File: src/rtl/bldc_commutator.sv
// Six-step BLDC commutator: hall synchronizer/debounce, sector decode,
// per-phase OFF/DEAD/HIGH/LOW gate FSMs with dead-time and sticky fault.
module bldc_commutator #(
    parameter int DEADTIME = 8,
    parameter int DEBOUNCE = 4
) (
    input  logic       CLK,
    input  logic       RST_N,
    input  logic       CE,
    input  logic       EN,
    input  logic       PWM,
    input  logic       DIR,
    input  logic [2:0] HALL,
    output logic       AH,
    output logic       AL,
    output logic       BH,
    output logic       BL,
    output logic       CH,
    output logic       CL,
    output logic [2:0] SECTOR,
    output logic       FAULT
);

    localparam int DW = (DEBOUNCE < 1) ? 1 : $clog2(DEBOUNCE + 1);
    localparam int CW = (DEADTIME < 2) ? 1 : $clog2(DEADTIME);
    localparam logic [DW-1:0] DB_MAX   = DW'(DEBOUNCE);
    localparam logic [CW-1:0] CNT_LAST = CW'(DEADTIME - 1);

    typedef enum logic [1:0] {
        PH_OFF,
        PH_DEAD,
        PH_HIGH,
        PH_LOW
    } ph_state_e;

    logic [2:0]    hall_meta_q, hall_meta_d;
    logic [2:0]    hall_sync_q, hall_sync_d;
    logic [2:0]    cand_q, cand_d;
    logic [DW-1:0] db_cnt_q, db_cnt_d;
    logic [2:0]    acc_q, acc_d;
    logic [2:0]    sector_q, sector_d;
    logic          seen_q, seen_d;
    logic          fault_q, fault_d;

    logic          acc_valid;
    logic [2:0]    acc_sector;

    // Phase vectors are ordered {A, B, C}
    logic [2:0]    hi_sel, lo_sel;
    logic [2:0]    req_hi, req_lo;
    logic          force_off;

    ph_state_e     ph_state_q [3];
    ph_state_e     ph_state_d [3];
    logic [CW-1:0] ph_cnt_q [3];
    logic [CW-1:0] ph_cnt_d [3];
    logic          ph_tgt_hi_q [3];
    logic          ph_tgt_hi_d [3];

    function automatic logic [3:0] hall_decode(input logic [2:0] h);
        logic [3:0] r;
        r = 4'b0000;
        unique case (h)
            3'b101:  r = {1'b1, 3'd0};
            3'b100:  r = {1'b1, 3'd1};
            3'b110:  r = {1'b1, 3'd2};
            3'b010:  r = {1'b1, 3'd3};
            3'b011:  r = {1'b1, 3'd4};
            3'b001:  r = {1'b1, 3'd5};
            default: r = 4'b0000;
        endcase
        return r;
    endfunction

    always_comb begin
        hall_meta_d = HALL;
        hall_sync_d = hall_meta_q;
        cand_d      = cand_q;
        db_cnt_d    = db_cnt_q;
        acc_d       = acc_q;
        sector_d    = sector_q;
        seen_d      = seen_q;
        fault_d     = fault_q;
        acc_valid   = 1'b0;
        acc_sector  = 3'd0;
        if (CE) begin
            if (hall_sync_q != cand_q) begin
                cand_d   = hall_sync_q;
                db_cnt_d = DW'(1);
            end else if (db_cnt_q != DB_MAX) begin
                db_cnt_d = db_cnt_q + 1'b1;
            end
            if (db_cnt_d == DB_MAX) begin
                acc_d = cand_d;
            end
            {acc_valid, acc_sector} = hall_decode(acc_d);
            if (acc_valid) begin
                sector_d = acc_sector;
                seen_d   = 1'b1;
            end
            if (!EN) begin
                fault_d = 1'b0;
            end else if (seen_q && !acc_valid) begin
                fault_d = 1'b1;
            end
        end
    end

    always_ff @(posedge CLK) begin
        if (!RST_N) begin
            hall_meta_q <= 3'b000;
            hall_sync_q <= 3'b000;
        end else begin
            hall_meta_q <= hall_meta_d;
            hall_sync_q <= hall_sync_d;
        end
    end

    always_ff @(posedge CLK) begin
        if (!RST_N) begin
            cand_q   <= 3'b000;
            db_cnt_q <= '0;
            acc_q    <= 3'b000;
            sector_q <= 3'd0;
            seen_q   <= 1'b0;
            fault_q  <= 1'b0;
        end else begin
            cand_q   <= cand_d;
            db_cnt_q <= db_cnt_d;
            acc_q    <= acc_d;
            sector_q <= sector_d;
            seen_q   <= seen_d;
            fault_q  <= fault_d;
        end
    end

    // Requests come from the registered sector, so a sector change and a
    // PWM edge landing together are both seen against the new sector.
    always_comb begin
        hi_sel = 3'b000;
        lo_sel = 3'b000;
        unique case (sector_q)
            3'd0:    begin hi_sel = 3'b100; lo_sel = 3'b010; end
            3'd1:    begin hi_sel = 3'b100; lo_sel = 3'b001; end
            3'd2:    begin hi_sel = 3'b010; lo_sel = 3'b001; end
            3'd3:    begin hi_sel = 3'b010; lo_sel = 3'b100; end
            3'd4:    begin hi_sel = 3'b001; lo_sel = 3'b100; end
            3'd5:    begin hi_sel = 3'b001; lo_sel = 3'b010; end
            default: begin hi_sel = 3'b000; lo_sel = 3'b000; end
        endcase
        if (DIR) begin
            {hi_sel, lo_sel} = {lo_sel, hi_sel};
        end
        req_hi    = seen_q ? (hi_sel & {3{PWM}}) : 3'b000;
        req_lo    = seen_q ? lo_sel : 3'b000;
        force_off = !EN || fault_q;
    end

    always_comb begin
        for (int p = 0; p < 3; p++) begin
            ph_state_d[p]  = ph_state_q[p];
            ph_cnt_d[p]    = ph_cnt_q[p];
            ph_tgt_hi_d[p] = ph_tgt_hi_q[p];
            if (CE) begin
                if (force_off) begin
                    ph_state_d[p] = PH_OFF;
                    ph_cnt_d[p]   = '0;
                end else begin
                    unique case (ph_state_q[p])
                        PH_OFF: begin
                            if (req_hi[p] || req_lo[p]) begin
                                ph_state_d[p]  = PH_DEAD;
                                ph_cnt_d[p]    = '0;
                                ph_tgt_hi_d[p] = req_hi[p];
                            end
                        end
                        PH_DEAD: begin
                            if (!req_hi[p] && !req_lo[p]) begin
                                ph_state_d[p] = PH_OFF;
                                ph_cnt_d[p]   = '0;
                            end else if (req_hi[p] != ph_tgt_hi_q[p]) begin
                                ph_cnt_d[p]    = '0;
                                ph_tgt_hi_d[p] = req_hi[p];
                            end else if (ph_cnt_q[p] == CNT_LAST) begin
                                ph_state_d[p] = ph_tgt_hi_q[p] ? PH_HIGH : PH_LOW;
                                ph_cnt_d[p]   = '0;
                            end else begin
                                ph_cnt_d[p] = ph_cnt_q[p] + 1'b1;
                            end
                        end
                        PH_HIGH: begin
                            if (!req_hi[p]) begin
                                ph_state_d[p]  = req_lo[p] ? PH_DEAD : PH_OFF;
                                ph_cnt_d[p]    = '0;
                                ph_tgt_hi_d[p] = 1'b0;
                            end
                        end
                        PH_LOW: begin
                            if (!req_lo[p]) begin
                                ph_state_d[p]  = req_hi[p] ? PH_DEAD : PH_OFF;
                                ph_cnt_d[p]    = '0;
                                ph_tgt_hi_d[p] = 1'b1;
                            end
                        end
                    endcase
                end
            end
        end
    end

    always_ff @(posedge CLK) begin
        for (int p = 0; p < 3; p++) begin
            if (!RST_N) begin
                ph_state_q[p]  <= PH_OFF;
                ph_cnt_q[p]    <= '0;
                ph_tgt_hi_q[p] <= 1'b0;
            end else begin
                ph_state_q[p]  <= ph_state_d[p];
                ph_cnt_q[p]    <= ph_cnt_d[p];
                ph_tgt_hi_q[p] <= ph_tgt_hi_d[p];
            end
        end
    end

    assign AH     = (ph_state_q[2] == PH_HIGH);
    assign AL     = (ph_state_q[2] == PH_LOW);
    assign BH     = (ph_state_q[1] == PH_HIGH);
    assign BL     = (ph_state_q[1] == PH_LOW);
    assign CH     = (ph_state_q[0] == PH_HIGH);
    assign CL     = (ph_state_q[0] == PH_LOW);
    assign SECTOR = sector_q;
    assign FAULT  = fault_q;

endmodule

File: config.mk
export PLATFORM = sky130hd
export DESIGN_NAME = bldc_commutator
export DESIGN_NICKNAME = d
export VERILOG_FILES = /design/src/rtl/bldc_commutator.sv
export SDC_FILE = /design/constraint.sdc
export NUM_CORES = 1
export LEC_CHECK = 0
export CORE_MARGIN = 2
export CORE_UTILIZATION = 50
export DETAILED_ROUTE_END_ITERATION = 8
export GPL_ROUTABILITY_DRIVEN = 0
export MAX_ROUTING_LAYER = met4
export PLACE_DENSITY = 0.69
export RECOVER_POWER = 50
export SYNTH_ARGS = -nofsm -noshare
export SYNTH_HDL_FRONTEND = slang
export SYNTH_SLANG_ARGS = --single-unit
File: constraint.sdc
create_clock -name CLK -period 5.8 [get_ports CLK]
set_clock_uncertainty 0.05 [all_clocks]
set_input_delay 1.45 -clock CLK [delete_from_list [all_inputs] [get_ports CLK]]
set_output_delay 1.45 -clock CLK [all_outputs]
set_load 0.02 [all_outputs]
==> results of run 1 <==
## flip-flops by register name (all words and copies together), names as in the netlist
register     flops
FAULT            1
SECTOR           3
acc_q            3
cand_q           3
db_cnt_q         3
hall_meta_q      3
hall_sync_q      3
ph_cnt_q         9
ph_state_q       6
ph_tgt_hi_q      3
seen_q           1
## per-layer routing
metal	track usage [%]	up-vias	wire [um]
met5	-	-	0
met4	5.34	0	55
met3	3.30	5	247
met2	33.0	48	2690
met1	28.9	1183	2940
li1	-	1281	-
## cells in the mapped netlist, types with 3 or more instances
cell type  number  share of area, %
o41ai_1         4               1.2
ha_1           11               4.9
nor3b_1         4               1.1
nand3b_1        3              0.80
o221a_2         5               2.0
o211ai_1        7               1.9
mux2i_1        12               4.2
or3_1           5               1.1
and3_1          4              0.88
a21oi_1        11               1.9
nand3_1        10               1.8
nor4_1          5               1.1
o2111ai_1       4               1.2
dfxtp_1        37                26
and2_1         10               2.2
buf_2           8               1.4
o21ai_0        17               3.0
o22ai_1         3              0.66
a211oi_1        4               1.1
nand2b_1       13               2.9
clkbuf_1       18               2.4
nor2_1         20               2.7
nor2b_1         7               1.5
inv_1          13               1.7
nand2_1        33               4.4
nor3_1          4              0.71
o21a_1          5               1.3
xor2_1          6               1.9
a31oi_1         6               1.3
## final timing paths
check / end / cells after the start
max: ph_cnt_q[2][0] / 7
min: hall_sync_q[1] / 1
max reg2reg: ph_cnt_q[2][0] / 7
min reg2reg: hall_sync_q[1] / 1
## worst register-to-register path, cell delays in order (launching register included)
cell,delay [ps]
dfxtp_1,810
or4bb_1,560
a31oi_2,260
ha_1,300
or3_1,350
a2111oi_0,690
o2111ai_1,200
o21ai_1,110
## stage by stage
stage | utilization (%) | instance area, um^2 | setup slack, ps
CTS | 57.0 | 3120 | 1330
finish | 56.9 | 3120 | 918
floorplan | - | 2830 | 2180
global placement | 54.5 | 2980 | 1050
detailed placement | 54.5 | 2980 | 1020
global route | 56.9 | 3120 | 605
## layout make-up
| type | count | area (um^2) |
|---|---|---|
| Fill cell | 531 | 2360 |
| Multi-Input combinational cell | 266 | 1870 |
| Sequential cell | 38 | 771 |
| Timing Repair Buffer | 21 | 199 |
| Clock buffer | 7 | 108 |
| Tap cell | 72 | 90.1 |
| Inverter | 13 | 48.8 |
| Clock inverter | 1 | 30.0 |
## kinds of logic after synthesis
kind of cell	synth area share (%)
buffers and inverters	6.72
flip-flops	27.2
multiplexers	5.04
XOR/XNOR	1.86
AND/OR/NAND/NOR	27.8
AO/OA/AOI/OAI	26.5
adder cells (fa/ha/maj)	4.86
## report_power, final
part           internal [mW]  leakage, nW  switching (mW)  total, mW
sequential             0.267        0.310         0.00702      0.274
clock                  0.166       0.0696          0.0969      0.263
combinational         0.0239        0.773          0.0341     0.0581
total                  0.457         1.15           0.138      0.595
==> impl_metrics.py, run 1 <==
metrics = {
    "timing": {
        "post-route-min-period_ps": 4880,
        "maxSlewViolCount": 0,
        "max_freq_mhz": 205,
        "rsz0062_at_grt": "false",
        "finalCritPeriodShare_pct": 84.2,
        "slew_headroom_pct": 11.2,
        "tns_ps": 0,
        "setup_viol": 0,
        "worstMarginPinSlew_ps": 1330,
        "hold_violations": 0,
        "hold_ws_ps": 386,
    },
    "logic_synthesis": {
        "yosysWarnings": 0,
        "synthCells": 347,
        "synth.avg_cell_area_um2": 8.16,
        "synth-edff-count": 1,
        "synth-seq-cells": 38,
        "synthDistinctLibCells": 73,
        "synth_flop_cell": "dfxtp_1",
        "yosysSeqAreaShare_pct": 27.2,
        "ys_async_sr_fraction_pct": 0,
        "synth.cell_area_mm2": 0.00283,
        "syn_nets": 367,
    },
    "global_routing": {
        "grt_pass1_wl_mm": 10.5,
        "antenna_found_initial": 0,
        "grt_pass1_vias": 2204,
        "grt_overflow": 0,
        "grt_max_degree": 37,
        "track_usage_pct": 21.1,
    },
    "clock_network": {
        "cts_sinks": 38,
        "cts_buffer_depth": 2,
        "cts_buffers": 5,
        "clk_root_buffer_cell": "clkbuf_8",
        "htreeDepth": 2,
        "cts_setup_buffers": 0,
        "postCtsHoldBufs": 0,
        "clk_pin_slew_ps": 80,
        "cts_tree": "built",
        "clk_latency_ps": 290,
        "ctsResizeCount": 0,
    },
    "layout": {
        "drive_gt1_share_pct": 8.67,
        "layout_commonest_cell": "dfxtp_1",
        "layout_common_cells": "37 x dfxtp_1, 33 x nand2_1, 20 x nor2_1, 17 x o21ai_0, 14 x clkdlybuf4s50_1",
        "nets": 365,
        "antennaDiodeCount": 0,
        "final_cells": 418,
        "syn2layout_area_growth_pct": 10.1,
    },
    "worst_setup_path": {
        "critPathBufInv": 3,
        "cp_slowest_stage_delay_ps": 970,
        "worstPathCellList": "clkdlybuf4s50_1 -> clkbuf_1 -> inv_1 -> or3_1 -> a2111oi_0 -> o2111ai_1 -> o21ai_1",
        "rrSetupSlack_ps": 2400,
        "end_kind": "register",
        "worstPathMaxFanout": 31,
        "crit_family": "buffers and inverters",
        "crit_type": "primary input to register",
        "timing.rr.start": "SECTOR[2]",
        "worstSetupStartpoint": "RST_N",
        "worstPathRequired_ps": 5980,
        "crit_path_start_kind": "primary input",
        "worstPathArrival_ps": 5060,
        "slowest_stage": "clkbuf_1",
    },
    "power_and_ir_drop": {
        "p_leak_nw": 1.15,
        "power_density_mw_per_mm2": 191,
        "vdd_ir_drop_max_mv": 0.149,
        "finalPower_mw": 0.595,
    },
    "route": {
        "drcViolationCount": 0,
        "drt_iter0_drc": 131,
        "antenna_left": 0,
        "avgRoutedWirePerCell_um": 14.2,
        "dr.pass1.iters": 4,
        "wirelength_mm": 5.94,
        "routed_via_density": 6.02,
        "vias": 2517,
    },
    "status": {
        "status": "complete, no violations",
    },
    "placed_design": {
        "hpwl_mm": 4.18,
        "portBuffers": 18,
        "place_inst": 410,
    },
    "floorplan": {
        "die-area_mm2": 0.00628,
        "die_w_um": 79.2,
        "num_io_pins": 19,
        "start_util_pct": 51.7,
        "core-area_mm2": 0.00547,
        "rows": 27,
        "die_h_um": 79.2,
    },
    "worst_hold_path": {
        "hold_path_class": "register to register",
        "min_from": "hall_meta_q[1]",
    },
    "run": {
        "cap_violations": 0,
    },
}
(Power assumes the default switching activity.)
==> inputs of run 2 (changes only) <==
clock period = 4.5 ns   (was 5.8 ns; I/O delays follow)
==> impl_metrics.py, run 2 (synthesis results as in run 1) <==
metrics = {
    "global_routing": {
        "antenna_found_initial": 0,
        "grt_overflow": 0,
        "grt_pass1_vias": 2385,
        "track_usage_pct": 21.9,
        "grt_max_degree": 31,
        "grt_pass1_wl_mm": 10.9,
    },
    "worst_setup_path": {
        "crit_family": "compound AO/OA/AOI/OAI gates",
        "ff2ff_path_depth": 8,
        "worstPathMaxFanout": 5,
        "path_depth": 9,
        "cp_slowest_stage_delay_ps": 550,
        "worstPathRequired_ps": 4670,
        "end_kind": "register",
        "crit_path_start_kind": "primary input",
        "worstPathArrival_ps": 3910,
        "critPathBufInv": 2,
        "slowest_stage": "clkdlybuf4s50_1",
        "worstPathCellList": "clkdlybuf4s50_1 -> or4bb_1 -> a31oi_1 -> ha_1 -> or3_1 -> a2111oi_0 -> buf_4 -> o2111ai_1 -> o21ai_1",
        "crit_type": "primary input to register",
    },
    "worst_hold_path": {
        "holdPathStages": 1,
        "hold_path_class": "register to register",
    },
    "floorplan": {
        "die_w_um": 79.2,
        "die_h_um": 79.2,
        "num_io_pins": 19,
        "die-area_mm2": 0.00628,
        "rows": 27,
        "core-area_mm2": 0.00547,
        "start_util_pct": 51.7,
    },
    "layout": {
        "layout_common_cells": "37 x dfxtp_1, 33 x nand2_1, 20 x nor2_1, 17 x o21ai_0",
        "final_core_util_pct": 56.4,
        "regArea_um2": 771,
        "layout_commonest_cell": "dfxtp_1",
        "largest_register_ffs": 9,
        "nets": 367,
        "nFillCells": 544,
        "reg_top3": "ph_cnt_q x9, ph_state_q x6",
        "syn2layout_area_growth_pct": 9.11,
        "top_register": "ph_cnt_q",
        "multi_input_area_mm2": 0.00186,
        "antennaDiodeCount": 0,
        "drive_gt1_share_pct": 8.33,
        "final_area_mm2": 0.00309,
    },
    "route": {
        "vias": 2549,
        "avgRoutedWirePerCell_um": 14.9,
        "routed_via_density": 6.07,
        "drcViolationCount": 0,
        "dr.pass1.iters": 4,
        "antenna_left": 0,
        "drt_iter0_drc": 152,
        "wirelength_mm": 6.26,
    },
    "placed_design": {
        "place_area_mm2": 0.00300,
        "hpwl_mm": 4.49,
        "portBuffers": 18,
    },
    "timing": {
        "maxSlewViolCount": 0,
        "setup_viol": 0,
        "post-route-min-period_ps": 3730,
        "worstMarginPinSlew_ps": 1370,
        "rsz0062_at_grt": "false",
        "hold_violations": 0,
        "slew_headroom_pct": 8.72,
        "finalCritPeriodShare_pct": 82.9,
        "max_freq_mhz": 268,
        "tns_ps": 0,
    },
    "clock_network": {
        "postCtsHoldBufs": 0,
        "clk_latency_ps": 290,
        "cts_sinks": 38,
        "ctsResizeCount": 0,
        "cts_buffers": 5,
        "cts_setup_buffers": 0,
        "cts_buffer_depth": 2,
        "clk_pin_slew_ps": 80,
        "clk_root_buffer_cell": "clkbuf_8",
        "cts_tree": "built",
        "htreeDepth": 2,
    },
    "power_and_ir_drop": {
        "vdd_ir_drop_max_mv": 0.145,
        "power_density_mw_per_mm2": 225,
        "p_leak_nw": 1.14,
        "finalPower_mw": 0.696,
    },
    "run": {
        "cap_violations": 0,
    },
    "status": {
        "status": "complete, no violations",
    },
}
==> run 2: changes by cell type in the layout (fill, tap and decap cells not counted), sizes merged <==
cell,change
buf,+1
clkinvlp,+1
clkdlybuf4s50,-1
dlygate4sd3,+1
clkbuf,+1
bufinv,-1
==> run 2: final cells by class <==
type | count | area share [%]
multi-input combinational | 266 | 60.3
sequential | 38 | 25.0
timing repair buffer | 23 | 6.81
clock buffer | 7 | 3.16
tap | 72 | 2.92
inverter | 13 | 1.58
clock inverter | 1 | 0.243
==> run 2: per-layer routing <==
metal | wire, um | share of wire (%) | GRT usage (%) | up-vias
met5 | 0 | 0 | - | -
met4 | 70 | 1.1 | 7.41 | 0
met3 | 246 | 3.9 | 4.32 | 6
met2 | 2910 | 46 | 34.9 | 54
met1 | 3030 | 48 | 27.9 | 1208
li1 | - | - | - | 1281
==> run 2: stage by stage <==
step	instances	hold slack [ps]	setup WS (ps)
finish	420	388	769
global route	420	408	403
CTS	420	391	855
detailed placement	412	372	575
global placement	412	365	593
floorplan	347	362	1210
==> run 2: path summary, 6_finish.rpt <==
check | end | slack, ps | start
setup / recovery | ph_cnt_q[2][0] | 770 | DIR
hold / removal | hall_sync_q[2] | 390 | hall_meta_q[2]
setup reg to reg | ph_cnt_q[2][0] | 1200 | SECTOR[2]
hold reg to reg | hall_sync_q[2] | 390 | hall_meta_q[2]
==> run 2: power breakdown <==
part / switching, mW / total (mW) / internal (mW)
registers: 0.00926 / 0.353 / 0.344
clock network: 0.125 / 0.268 / 0.143
logic: 0.0445 / 0.0753 / 0.0308
==> inputs of run 3 (changes only) <==
PLACE_DENSITY = 0.72   (was 0.69)
clock period = 3.3 ns   (was 4.5 ns; I/O delays follow)
==> impl_metrics.py, run 3 (synthesis results as in run 1) <==
metrics = {
    "layout": {
        "layout_commonest_cell": "dfxtp_1",
        "syn2layout_area_growth_pct": 16.0,
        "final_cells": 439,
        "final_core_util_pct": 60.0,
        "largest_register_ffs": 9,
        "final_area_mm2": 0.00328,
        "nets": 386,
        "top_register": "ph_cnt_q",
        "drive_gt1_share_pct": 14.2,
        "antennaDiodeCount": 0,
        "reg_top3": "ph_cnt_q x9, ph_state_q x6",
        "layout_common_cells": "37 x dfxtp_1, 33 x nand2_1, 22 x buf_4, 20 x nor2_1, 17 x o21ai_0",
    },
    "worst_setup_path": {
        "crit_type": "primary input to register",
        "worstPathMaxFanout": 4,
        "end_kind": "register",
        "crit_path_start_kind": "primary input",
        "cp_slowest_stage_delay_ps": 550,
        "worstPathRequired_ps": 3480,
        "worstPathArrival_ps": 3390,
        "worstPathCellList": "clkdlybuf4s50_1 -> or4bb_1 -> a31oi_2 -> ha_1 -> or3_1 -> a2111oi_2 -> buf_4 -> o2111ai_1 -> o21ai_1",
        "slowest_stage": "clkdlybuf4s50_1",
    },
    "placed_design": {
        "place_area_mm2": 0.00314,
        "place_inst": 431,
        "hpwl_mm": 4.77,
        "portBuffers": 18,
    },
    "floorplan": {
        "die_h_um": 79.2,
        "die-area_mm2": 0.00628,
        "die_w_um": 79.2,
        "start_util_pct": 51.7,
        "num_io_pins": 19,
        "core-area_mm2": 0.00547,
        "rows": 27,
    },
    "clock_network": {
        "cts_buffers": 5,
        "cts_sinks": 38,
        "cts_tree": "built",
        "clk_root_buffer_cell": "clkbuf_8",
        "clk_pin_slew_ps": 90,
        "postCtsHoldBufs": 0,
        "cts_buffer_depth": 2,
        "htreeDepth": 2,
        "cts_setup_buffers": 0,
        "clk_latency_ps": 300,
    },
    "global_routing": {
        "grt_max_degree": 31,
        "track_usage_pct": 22.9,
        "grt_pass1_vias": 2441,
        "grt_overflow": 0,
        "grt_pass1_wl_mm": 11.2,
        "antenna_found_initial": 0,
    },
    "timing": {
        "finalCritPeriodShare_pct": 97.4,
        "rsz0062_at_grt": "false",
        "max_freq_mhz": 311,
        "hold_violations": 0,
        "slew_headroom_pct": 25.8,
        "setup_viol": 0,
        "post-route-min-period_ps": 3210,
        "worstMarginPinSlew_ps": 1110,
        "maxSlewViolCount": 0,
    },
    "worst_hold_path": {
        "hold_path_class": "register to register",
    },
    "route": {
        "avgRoutedWirePerCell_um": 15.4,
        "wirelength_mm": 6.76,
        "drcViolationCount": 0,
        "drt_iter0_drc": 167,
        "vias": 2644,
        "dr.pass1.iters": 4,
        "antenna_left": 0,
        "routed_via_density": 6.02,
    },
    "status": {
        "status": "complete, no violations",
    },
    "power_and_ir_drop": {
        "power_switching_mw": 0.258,
        "sequentialPowerShare_pct": 44.9,
        "p_leak_nw": 1.27,
        "power_density_mw_per_mm2": 325,
        "finalPower_mw": 1.07,
        "vdd_ir_drop_max_mv": 0.267,
        "clkPwrFrac_pct": 44.3,
        "power.internal_mw": 0.810,
        "p_sw_share_pct": 24.2,
        "p_comb_share_pct": 10.9,
    },
    "run": {
        "cap_violations": 0,
    },
}
## run 3: layer usage
layer,vias to the layer above,GRT usage (%),routed length (um)
li1,1323,-,-
met1,1249,27.5,3040
met2,68,38.6,3320
met3,4,4.20,350
met4,0,7.93,46
met5,-,-,0
## run 3: layout make-up
cell class                      instances  area [um^2]
Inverter                               13         48.8
Fill cell                             508         2190
Clock inverter                          1         30.0
Clock buffer                            7          108
Sequential cell                        38          771
Tap cell                               72         90.1
Timing Repair Buffer                   42          353
Multi-Input combinational cell        266         1880
## run 3: worst paths after layout
kind                                     start             end  slack, ps  depth (start not counted)
worst max register to register       SECTOR[2]  ph_cnt_q[2][0]        640                          9
worst max-delay path                       DIR  ph_cnt_q[2][0]         90                          9
worst min register to register  hall_meta_q[1]  hall_sync_q[1]        390                          1
worst min-delay path            hall_meta_q[1]  hall_sync_q[1]        390                          1
## run 3: what timing repair did
action,CTS,global route
endpoints found under the setup margin,0,4
resized for setup,0,3
endpoints found under the hold margin,0,0
## run 3: worst max-delay path: cells and delay by family
family          cells  cell delay, ps
simple gates        2             780
fa+ha+maj           1             270
compound gates      4             770
buf+inv             2             730
## run 3: stage by stage
stage	worst slack (ps)	setup TNS [ps]	hold slack [ps]
floorplan	305	0	362
global placement	-214	-868	366
detailed placement	-257	-1290	371
CTS	27.9	0	392
global route	9.84	0	404
finish	87.0	0	388
## run 3: power groups by stage
| stage | clock network (mW) | registers [mW] | logic (mW) |
|---|---|---|---|
| floorplan | 0 | 0.484 | 0.0795 |
| detailed placement | 0 | 0.490 | 0.115 |
| finish | 0.473 | 0.479 | 0.116 |
| global route | 0.501 | 0.481 | 0.129 |
| CTS | 0.480 | 0.479 | 0.116 |
| global placement | 0 | 0.490 | 0.112 |
==> patch, RTL diff (settings of run 3) <==
Register the inputs `CE`, `EN`, `PWM`, `DIR` and `HALL` before use, without a reset. The logic sees them one clock later.
--- a/src/rtl/bldc_commutator.sv
+++ b/src/rtl/bldc_commutator.sv
@@ -33,6 +33,20 @@
         PH_LOW
     } ph_state_e;
 
+    logic CE_q;
+    logic EN_q;
+    logic PWM_q;
+    logic DIR_q;
+    logic [2:0] HALL_q;
+
+    always_ff @(posedge CLK) begin
+        CE_q   <= CE;
+        EN_q   <= EN;
+        PWM_q  <= PWM;
+        DIR_q  <= DIR;
+        HALL_q <= HALL;
+    end
+
     logic [2:0]    hall_meta_q, hall_meta_d;
     logic [2:0]    hall_sync_q, hall_sync_d;
     logic [2:0]    cand_q, cand_d;
@@ -73,7 +87,7 @@
     endfunction
 
     always_comb begin
-        hall_meta_d = HALL;
+        hall_meta_d = HALL_q;
         hall_sync_d = hall_meta_q;
         cand_d      = cand_q;
         db_cnt_d    = db_cnt_q;
@@ -83,7 +97,7 @@
         fault_d     = fault_q;
         acc_valid   = 1'b0;
         acc_sector  = 3'd0;
-        if (CE) begin
+        if (CE_q) begin
             if (hall_sync_q != cand_q) begin
                 cand_d   = hall_sync_q;
                 db_cnt_d = DW'(1);
@@ -98,7 +112,7 @@
                 sector_d = acc_sector;
                 seen_d   = 1'b1;
             end
-            if (!EN) begin
+            if (!EN_q) begin
                 fault_d = 1'b0;
             end else if (seen_q && !acc_valid) begin
                 fault_d = 1'b1;
@@ -148,12 +162,12 @@
             3'd5:    begin hi_sel = 3'b001; lo_sel = 3'b010; end
             default: begin hi_sel = 3'b000; lo_sel = 3'b000; end
         endcase
-        if (DIR) begin
+        if (DIR_q) begin
             {hi_sel, lo_sel} = {lo_sel, hi_sel};
         end
-        req_hi    = seen_q ? (hi_sel & {3{PWM}}) : 3'b000;
+        req_hi    = seen_q ? (hi_sel & {3{PWM_q}}) : 3'b000;
         req_lo    = seen_q ? lo_sel : 3'b000;
-        force_off = !EN || fault_q;
+        force_off = !EN_q || fault_q;
     end
 
     always_comb begin
@@ -161,7 +175,7 @@
             ph_state_d[p]  = ph_state_q[p];
             ph_cnt_d[p]    = ph_cnt_q[p];
             ph_tgt_hi_d[p] = ph_tgt_hi_q[p];
-            if (CE) begin
+            if (CE_q) begin
                 if (force_off) begin
                     ph_state_d[p] = PH_OFF;
                     ph_cnt_d[p]   = '0;
Formal check against the unedited RTL: not equivalent (Yosys sat finds a counterexample within 10 cycles, from zero or initial values and one cycle with RST_N low).
==> patch against run 3 <==
  * Setup slack better by 510 ps
  * Via count is 12% lower
  * Sequential power is 22% higher
  * Critical endpoint is now SECTOR[2]
  * Synthesized cell count is 1.7% lower
  * Area after synthesis is 2.0% lower
  * Sequential cell count is 7 higher
  * Clock power is 29% lower
  * Die area is 1.9% lower
  * Design area is 6.9% lower
  * Power is 1.7% lower
  * Highest routed layer unchanged
  * Wire length is 18% lower
==> patch: results (changes against run 3) <==
outcome=complete, no violations (unchanged); ys async rst share=0% (unchanged); Slew @ Worst Pin=1100 ps (was 1110 ps); synth top area cells=dfxtp_1 32%, nand2_1 6.9%, mux2i_1 6.1% (was dfxtp_1 26%, ha_1 4.9%, nand2_1 4.4%); crit-path leading delay family=buffers and inverters (was simple AND/OR/NAND/NOR gates); largest net degree at the start of global routing=30 (was 31); Slowest cell on crit path=clkdlybuf4s50_1 (unchanged); sequential area share after synthesis=32.9% (was 27.2%); commonest cells in the netlist=51 x nand2_1, 44 x dfxtp_1, 26 x o21ai_0 (was 37 x dfxtp_1, 33 x nand2_1, 20 x nor2_1); I/O Buffers=18 (unchanged); H-tree lvl count=2 (unchanged); first-pass GRT wire length=9.69 mm (was 11.2 mm); Placed Area=2980 um2 (was 3140 um2); Metal-1 WL=2.69 mm (was 3.04 mm); register-to-register setup slack=650 ps; DR pass1 iterations=4 (unchanged); r2r startpoint=SECTOR[2]$_SDFFE_PN0P_ (unchanged); dpl hpwl=3.96 mm (was 4.77 mm); hold path endpoint=hall_sync_q[2]$_SDFF_PN0_ (was hall_sync_q[1]$_SDFF_PN0_); leakage power=1.16 nW (was 1.27 nW); drt initial violations=131 (was 167); biggest regs=ph_cnt_q (9), ph_state_q (6) (unchanged); ANT cells=0 (unchanged); post_cts resized=0 (unchanged); Net Sw Power=281 uW (was 258 uW); crit-path max cell delay=770 ps (was 550 ps); vias per cell=5.56 (was 6.02); Top Layer Used=met4 (unchanged); hold_sp=hall_meta_q[2]$_SDFF_PN0_ (was hall_meta_q[1]$_SDFF_PN0_); Synth cell types=58 (was 73); Total GRT Usage=20.0% (was 22.9%); worst reg2reg endpoint=ph_state_q[2][0]$_SDFFE_PN0P_ (was ph_cnt_q[2][0]$_SDFFE_PN0P_); routed len/inst=13.3 um (was 15.4 um); wire length on met2=2.67 mm (was 3.32 mm); Post-synth EDFFs=1 (unchanged); vias in the first global route=2103 (was 2441); met3 routed WL=178 um (was 350 um); Setup Buffers After CTS=0 (unchanged); clk slew on worst S/H paths=90 ps (about the same); Net Count, Synth=361 (was 367); Max VDD drop=0.285 mV (was 0.267 mV); TritonCTS Buffers=5 (unchanged); Worst Reg-to-Reg Cells=6 (was 9); Worst Path Arrival=1820 ps (was 3390 ps); fill count=535 (was 508); layout cells sized above 1=6.07% (was 14.2%); CP Max Fanout=23 (was 4); Final nets=365 (was 386)
-- patch: cell types whose count changed after synthesis, sizes merged, moves of 6 or more --
cell,before,now
nor4,6,0
nand2,33,51
buf,12,5
xnor2,0,7
nor2b,7,21
nand2b,13,4
o21ai,20,28
a31oi,9,3
dfxtp,37,44
-- patch: kinds of logic (layout without fill, tap and decap cells) --
family / after synthesis / in the layout / share of synthesized area [%]
multiplexers: 20 / 20 / 7.36
AND/OR/NAND/NOR: 137 / 137 / 25.8
flip-flops: 45 / 45 / 32.9
adder cells (fa/ha/maj): 11 / 11 / 4.96
XOR/XNOR: 8 / 8 / 2.53
buffers and inverters: 38 / 43 / 5.55
AO/OA/AOI/OAI: 82 / 82 / 21.0
-- patch: layout make-up --
type | instances | area [um2] | area share [%]
multi-input combinational | 258 | 1710 | 55.9
clock buffer | 5 | 68.8 | 2.25
tap | 72 | 90.1 | 2.95
timing repair buffer | 24 | 221 | 7.25
sequential | 45 | 911 | 29.8
inverter | 11 | 41.3 | 1.35
clock inverter | 3 | 16.3 | 0.532
-- patch: worst max path at each step --
stage / startpoint / end / cells after the start
6_report: SECTOR[2]$_SDFFE_PN0P_ / SECTOR[2] / 1
5_1_grt: SECTOR[2]$_SDFFE_PN0P_ / ph_state_q[2][0]$_SDFFE_PN0P_ / 6
4_1_cts: SECTOR[2]$_SDFFE_PN0P_ / SECTOR[2] / 1
3_5_place_dp: SECTOR[2]$_SDFFE_PN0P_ / ph_state_q[2][0]$_SDFFE_PN0P_ / 6
3_3_place_gp: SECTOR[2]$_SDFFE_PN0P_ / ph_state_q[0][0]$_SDFFE_PN0P_ / 9
2_1_floorplan: SECTOR[1]$_SDFFE_PN0P_ / ph_state_q[2][0]$_SDFFE_PN0P_ / 7
-- patch: stage by stage --
stage	setup slack [ps]	hold WS [ps]	utilization, %	std cells
2_1_floorplan	913	362	-	341
3_3_place_gp	742	367	54.7	410
3_5_place_dp	668	371	54.7	410
4_1_cts	601	395	56.3	418
5_1_grt	391	400	56.2	418
6_report	600	389	56.2	418
-- patch: power by group through the flow --
stage | clock (mW) | sequential, mW | combinational (mW)
5_1_grt | 0.372 | 0.590 | 0.146
3_3_place_gp | 0 | 0.598 | 0.129
4_1_cts | 0.351 | 0.586 | 0.133
3_5_place_dp | 0 | 0.599 | 0.132
6_report | 0.335 | 0.586 | 0.130
2_1_floorplan | 0 | 0.585 | 0.108
-- patch: metal layers --
| layer | up-vias | GRT usage, % |
|---|---|---|
| li1 | 1206 | - |
| met1 | 1084 | 25.7 |
| met2 | 34 | 32.2 |
| met3 | 2 | 2.76 |
| met4 | 0 | 7.37 |
| met5 | - | - |
